<file path="src/rtl/phase3_motion_sweeper.sv">
// -----------------------------------------------------------------------------
// phase3_motion_sweeper
//
// Phase-3 responder for the MD step controller. On each grant it sweeps every
// particle record of the read bank, advances each position axis by
// (vel >>> DT_SHIFT) with periodic wrap, and writes the record to the
// opposite bank. When the last write has been issued it raises phase3_done
// and bumps the step counter.
//
// Ports:
//   clk, reset                 clock, asynchronous active-high reset
//   phase3_ready               grant from the control unit
//   double_buffer              read bank select (write bank is its inverse)
//   n_particles                record count, sampled at sweep start
//   phase3_done                sweep complete, held until the grant drops
//   step                       completed-step counter (wraps at 2^32)
//   rd_en/rd_bank/rd_addr      read request to the particle memory
//   rd_data                    {vz,vy,vx,pz,py,px}, valid READ_LAT cycles later
//   wr_en/wr_bank/wr_addr      write strobe to the particle memory
//   wr_data                    updated record, same packing
//   wrap_count                 records with any wrapped axis (optional)
//
// Optional feature macro: PHASE3_WRAP_STAT_EN adds the wrap_count output.
// -----------------------------------------------------------------------------
module phase3_motion_sweeper #(
   parameter int ADDR_W   = 10,
   parameter int POS_W    = 16,
   parameter int VEL_W    = 16,
   parameter int DT_SHIFT = 4,
   parameter int READ_LAT = 1
) (
   input  logic                           clk,
   input  logic                           reset,
   input  logic                           phase3_ready,
   input  logic                           double_buffer,
   input  logic [ADDR_W:0]                n_particles,
   output logic                           phase3_done,
   output logic [31:0]                    step,
   output logic                           rd_en,
   output logic                           rd_bank,
   output logic [ADDR_W-1:0]              rd_addr,
   input  logic [3*(POS_W+VEL_W)-1:0]     rd_data,
   output logic                           wr_en,
   output logic                           wr_bank,
   output logic [ADDR_W-1:0]              wr_addr,
   output logic [3*(POS_W+VEL_W)-1:0]     wr_data
`ifdef PHASE3_WRAP_STAT_EN
   ,
   output logic [31:0]                    wrap_count
`endif
);

   localparam int REC_W = 3 * (POS_W + VEL_W);

   typedef enum logic [1:0] {IDLE, SWEEP, DRAIN, DONE} state_t;

   state_t              state, state_nx;
   logic                bank;
   logic [ADDR_W:0]     cnt;
   logic [ADDR_W-1:0]   addr;
   logic                last_addr;

   logic [READ_LAT-1:0] vld_pipe;
   logic [ADDR_W-1:0]   addr_pipe [READ_LAT];
   logic                rd_valid;
   logic [REC_W-1:0]    upd_data;
`ifdef PHASE3_WRAP_STAT_EN
   logic                any_wrap;
`endif

   // Position update for one axis; the truncating add gives periodic wrap.
   function automatic logic [POS_W-1:0] axis_pos(input logic [POS_W-1:0] p,
                                                  input logic [VEL_W-1:0] v);
      logic signed [VEL_W-1:0] dv;
      dv = $signed(v) >>> DT_SHIFT;
      return p + POS_W'(dv);
   endfunction

   assign last_addr = ({1'b0, addr} == cnt - (ADDR_W+1)'(1));
   assign rd_valid  = vld_pipe[READ_LAT-1];

   // NOTE: every signal written here gets a default first, so no path can
   // leave it unassigned and infer a latch.
   always_comb begin
      state_nx    = state;
      rd_en       = 1'b0;
      rd_bank     = bank;
      rd_addr     = addr;
      phase3_done = 1'b0;
      case (state)
         IDLE: begin
            // An empty sweep goes straight to DONE with no memory traffic.
            if (phase3_ready) state_nx = (n_particles == '0) ? DONE : SWEEP;
         end
         SWEEP: begin
            rd_en = 1'b1;
            if (last_addr) state_nx = DRAIN;
         end
         DRAIN: begin
            // Empty read pipe means the final write is on the bus this cycle.
            if (vld_pipe == '0) state_nx = DONE;
         end
         DONE: begin
            phase3_done = 1'b1;
            if (!phase3_ready) state_nx = IDLE;
         end
         default: state_nx = IDLE;
      endcase
   end

   // NOTE: sequential state uses non-blocking assignments so every register
   // samples the pre-edge value of the others.
   always_ff @(posedge clk or posedge reset) begin
      if (reset) begin
         state <= IDLE;
         bank  <= 1'b0;
         cnt   <= '0;
         addr  <= '0;
         step  <= '0;
      end else begin
         state <= state_nx;
         if (state == IDLE && phase3_ready) begin
            bank <= double_buffer;
            cnt  <= n_particles;
            addr <= '0;
         end else if (state == SWEEP) begin
            addr <= addr + ADDR_W'(1);
         end
         if (state != DONE && state_nx == DONE) step <= step + 32'd1;
      end
   end

   // Valid bits track reads in flight; they are cleared by reset so an
   // aborted sweep issues no further writes.
   always_ff @(posedge clk or posedge reset) begin
      if (reset) begin
         vld_pipe <= '0;
      end else begin
         vld_pipe[0] <= rd_en;
         for (int i = 1; i < READ_LAT; i++) vld_pipe[i] <= vld_pipe[i-1];
      end
   end

   // NOTE: the address shadow is not reset; it is only ever consumed
   // alongside a valid bit, which is.
   always_ff @(posedge clk) begin
      addr_pipe[0] <= rd_addr;
      for (int i = 1; i < READ_LAT; i++) addr_pipe[i] <= addr_pipe[i-1];
   end

   always_comb begin
      upd_data = rd_data;
`ifdef PHASE3_WRAP_STAT_EN
      any_wrap = 1'b0;
`endif
      for (int i = 0; i < 3; i++) begin
         upd_data[i*POS_W +: POS_W] = axis_pos(rd_data[i*POS_W +: POS_W],
                                               rd_data[3*POS_W + i*VEL_W +: VEL_W]);
`ifdef PHASE3_WRAP_STAT_EN
         // Negative step: borrow iff the result grew. Non-negative: carry iff it shrank.
         if (rd_data[3*POS_W + i*VEL_W + VEL_W - 1]) begin
            if (upd_data[i*POS_W +: POS_W] > rd_data[i*POS_W +: POS_W]) any_wrap = 1'b1;
         end else if (upd_data[i*POS_W +: POS_W] < rd_data[i*POS_W +: POS_W]) begin
            any_wrap = 1'b1;
         end
`endif
      end
   end

   always_ff @(posedge clk or posedge reset) begin
      if (reset) begin
         wr_en      <= 1'b0;
         wr_bank    <= 1'b0;
         wr_addr    <= '0;
         wr_data    <= '0;
`ifdef PHASE3_WRAP_STAT_EN
         wrap_count <= '0;
`endif
      end else begin
         wr_en <= rd_valid;
         if (rd_valid) begin
            wr_bank <= ~bank;
            wr_addr <= addr_pipe[READ_LAT-1];
            wr_data <= upd_data;
`ifdef PHASE3_WRAP_STAT_EN
            if (any_wrap) wrap_count <= wrap_count + 32'd1;
`endif
         end
      end
   end

endmodule

</file>
<file path="config.mk">
export PLATFORM = sky130hd
export DESIGN_NAME = phase3_motion_sweeper
export DESIGN_NICKNAME = d
export VERILOG_FILES = /design/src/rtl/phase3_motion_sweeper.sv
export SDC_FILE = /design/constraint.sdc
export NUM_CORES = 1
export LEC_CHECK = 0
export CAP_MARGIN = 30
export CORE_MARGIN = 2
export CORE_UTILIZATION = 45
export CTS_BUF_LIST = sky130_fd_sc_hd__clkbuf_4 sky130_fd_sc_hd__clkbuf_8
export DETAILED_ROUTE_END_ITERATION = 8
export PLACE_DENSITY = 0.77
export SLEW_MARGIN = 20
export SYNTH_ARGS = -nofsm -noshare
export SYNTH_HDL_FRONTEND = slang
export SYNTH_SLANG_ARGS = --single-unit
</file>
<file path="constraint.sdc">
create_clock -name clk -period 13.05 [get_ports clk]
set_input_delay 2.61 -clock clk [delete_from_list [all_inputs] [get_ports clk]]
set_output_delay 2.61 -clock clk [all_outputs]
set_load 0.005 [all_outputs]
</file>
==> results.py <==
metrics = {
    "timing": {
        "max_slew_margin": 0.428,
        "period_minus_slack_ps": 5050,
        "hold_viol": 0,
        "worstMarginPinSlew_ps": 858,
        "setup_tns_ps": 0,
        "maxSlewViolCount": 0,
        "setup_viol": 0,
        "fin_worst_skew_ps": 23.1,
        "rsz0062_at_grt": "no",
        "fin_crit_sh": 0.387,
        "clock.fmax_mhz": 198,
    },
    "critical_path": {
        "crit_family": "compound AO/OA/AOI/OAI gates",
        "required_ps": 13390,
        "crit_arrival_ps": 5380,
        "crit_chain": "clkdlybuf4s50_1, ha_1, inv_1, fa_1, nor2b_1, o21ai_0, a211oi_1, nor4_1, o31ai_1, xor2_1, mux2_2",
        "cpPeakStageDelay_ps": 510,
        "cp-start-kind": "input pin",
        "critPathKind": "in -> reg",
        "critPathMaxFanout": 3,
        "path_buf_inv": 2,
        "critPathSlowestCell": "clkdlybuf4s50_1",
        "end_kind": "register",
    },
    "yosys": {
        "yosysSeqAreaShare": 0.480,
        "netlist_instances": 823,
        "yosysWarnings": 0,
        "synth_area_leader_cell": "dfrtp_1",
        "async_flop_share": 0.943,
        "synth_top_cell_area_share": 0.458,
        "synth_edf_count": 0,
        "ys_ff_latch": 175,
        "synth_flop_cell": "dfrtp_1",
        "avgSynthCellArea_um2": 11.0,
        "synth_area_leaders": "dfrtp_1, mux2_2, ha_1",
        "synth_cell_types": 62,
        "synth_nets": 985,
        "synth.cell_area_um2": 9020,
    },
    "finish": {
        "layout-drive-gt1-share": 0.125,
        "mostFrequentLayoutCells": "clkdlybuf4s50_1, dfrtp_1, mux2_2",
        "syn2layout_area_growth_pct": 37.4,
        "fillers": 1628,
        "nets": 1248,
        "final_common_cell": "clkdlybuf4s50_1",
        "antennaDiodeCount": 0,
        "fin_area_um2": 12400,
    },
    "place": {
        "hpwlAfterDp_um": 17300,
        "portBuffers": 263,
        "place_area_um2": 12000,
        "gp_congestion": 0.837,
    },
    "flow_run": {
        "drv_cap": 0,
    },
    "global_routing": {
        "overflow": 0,
        "grt_antenna_before_repair": 0,
        "grt_max_degree": 77,
        "grtUsageTotal": 0.218,
        "grt_pass1_vias": 7170,
        "grt_first_pass_wirelength_um": 37400,
    },
    "route": {
        "vias_per_cell": 5.26,
        "drt_wl_total_um": 22900,
        "drc_errors": 0,
        "ant_nets": 0,
        "drtIter0Drc": 256,
        "vias": 7174,
        "routedWlPerCell_um": 16.8,
        "dr.pass1.iters": 4,
    },
    "floorplanning": {
        "coreArea_um2": 19600,
        "start_util": 0.460,
        "ios": 264,
        "die_w_um": 146,
        "dieArea_um2": 21200,
        "rows": 51,
        "die_h_um": 146,
    },
    "cts": {
        "clk_path_buf_depth": 2,
        "cts_setup_buffers": 0,
        "insertion_delay_ps": 470,
        "cts_sinks": 175,
        "cts_tree": "done",
        "ctsHoldBuffers": 0,
        "cts_made_buffers": 17,
        "htree_levels": 4,
        "clockRootBuffer": "clkbuf_8",
        "clk_pin_slew_ps": 90,
        "cts_resized": 0,
    },
    "hold_path": {
        "hold_class": "reg -> reg",
    },
    "power": {
        "p_leak_nw": 5.31,
        "power.density_cell_area_nw_per_um2": 150,
        "vdd_ir_drop_max_v": 0.000114,
    },
    "status": {
        "outcome": "complete, no violations",
    },
}
[logic make-up (layout without fill, tap and decap cells)]
kind of cell / Yosys count / in the layout / share of synthesized area
flops: 175 / 175 / 0.480
xor+xnor: 79 / 79 / 0.0767
buf+inv: 45 / 321 / 0.0191
mux: 93 / 93 / 0.115
fa+ha+maj: 51 / 51 / 0.0732
compound gates: 140 / 140 / 0.104
simple gates: 240 / 240 / 0.132
[worst paths after layout]
kind                                         start                       to  slack [ps]  cells past startpoint
setup / recovery                       rd_data[68]  wr_data[28]$_DFFE_PP0P_        8000                     11
hold / removal             addr_pipe[0][5]$_DFF_P_   wr_addr[5]$_DFFE_PP0P_         470                      1
setup reg to reg                state[1]$_DFF_PP0_     step[13]$_DFFE_PP0P_       10280                      7
hold reg to reg            addr_pipe[0][5]$_DFF_P_   wr_addr[5]$_DFFE_PP0P_         470                      1
max in group asynchronous                    reset       rd_valid$_DFF_PP0_        9420                      3
min in group asynchronous                    reset     step[18]$_DFFE_PP0P_        2490                      2
[metrics by stage]
step | setup WS [ps] | utilization | instances | hold WS, ps | power, mW
2_1_floorplan | 5980 | - | 823 | 352 | 1.12
3_3_place_gp | 7620 | 0.609 | 1331 | 443 | 1.45
3_5_place_dp | 7550 | 0.610 | 1332 | 449 | 1.47
4_1_cts | 8040 | 0.633 | 1364 | 471 | 1.88
5_1_grt | 7810 | 0.633 | 1364 | 490 | 1.97
6_report | 8000 | 0.633 | 1364 | 469 | 1.86
[synth_stat cells, types with 10 or more instances]
cell	n
nand2_1	84
xnor2_1	56
xor2_1	23
dfrtp_1	165
clkbuf_1	18
o21ai_0	34
inv_1	22
ha_1	48
a21oi_1	27
a21o_1	17
nor2_1	55
nand4_1	13
nand3_1	22
dfxtp_1	10
mux2_2	87
[layer usage]
layer	wire length, um	GRT usage	up-vias
li1	-	-	3463
met1	10100	0.275	3475
met2	11300	0.379	201
met3	938	0.0373	35
met4	579	0.0784	0
met5	0	0	-
[registers in the layout, summed over array words and instances (netlist names)]
signal and flops:
cnt 11, rd_addr 10, state 2, rd_valid 1, addr_pipe 10, step 32
wr_en 1, wr_bank 1, rd_bank 1, wr_data 96, wr_addr 10
[power breakdown]
group | leakage (nW) | switching, mW | internal, mW | total, mW
registers | 2.08 | 0.124 | 0.678 | 0.801
logic | 3.01 | 0.260 | 0.393 | 0.653
clock network | 0.220 | 0.238 | 0.168 | 0.406
[layout make-up]
class / instances / area [um^2] / share of cell area
Sequential cell: 175 / 4330 / 0.350
Clock inverter: 15 / 208 / 0.0168
Timing Repair Buffer: 266 / 2680 / 0.216
Tap cell: 265 / 332 / 0.0268
Clock buffer: 17 / 234 / 0.0189
Multi-Input combinational cell: 603 / 4520 / 0.365
Inverter: 23 / 91.3 / 0.00737
Power figures use the tool's default switching activity.
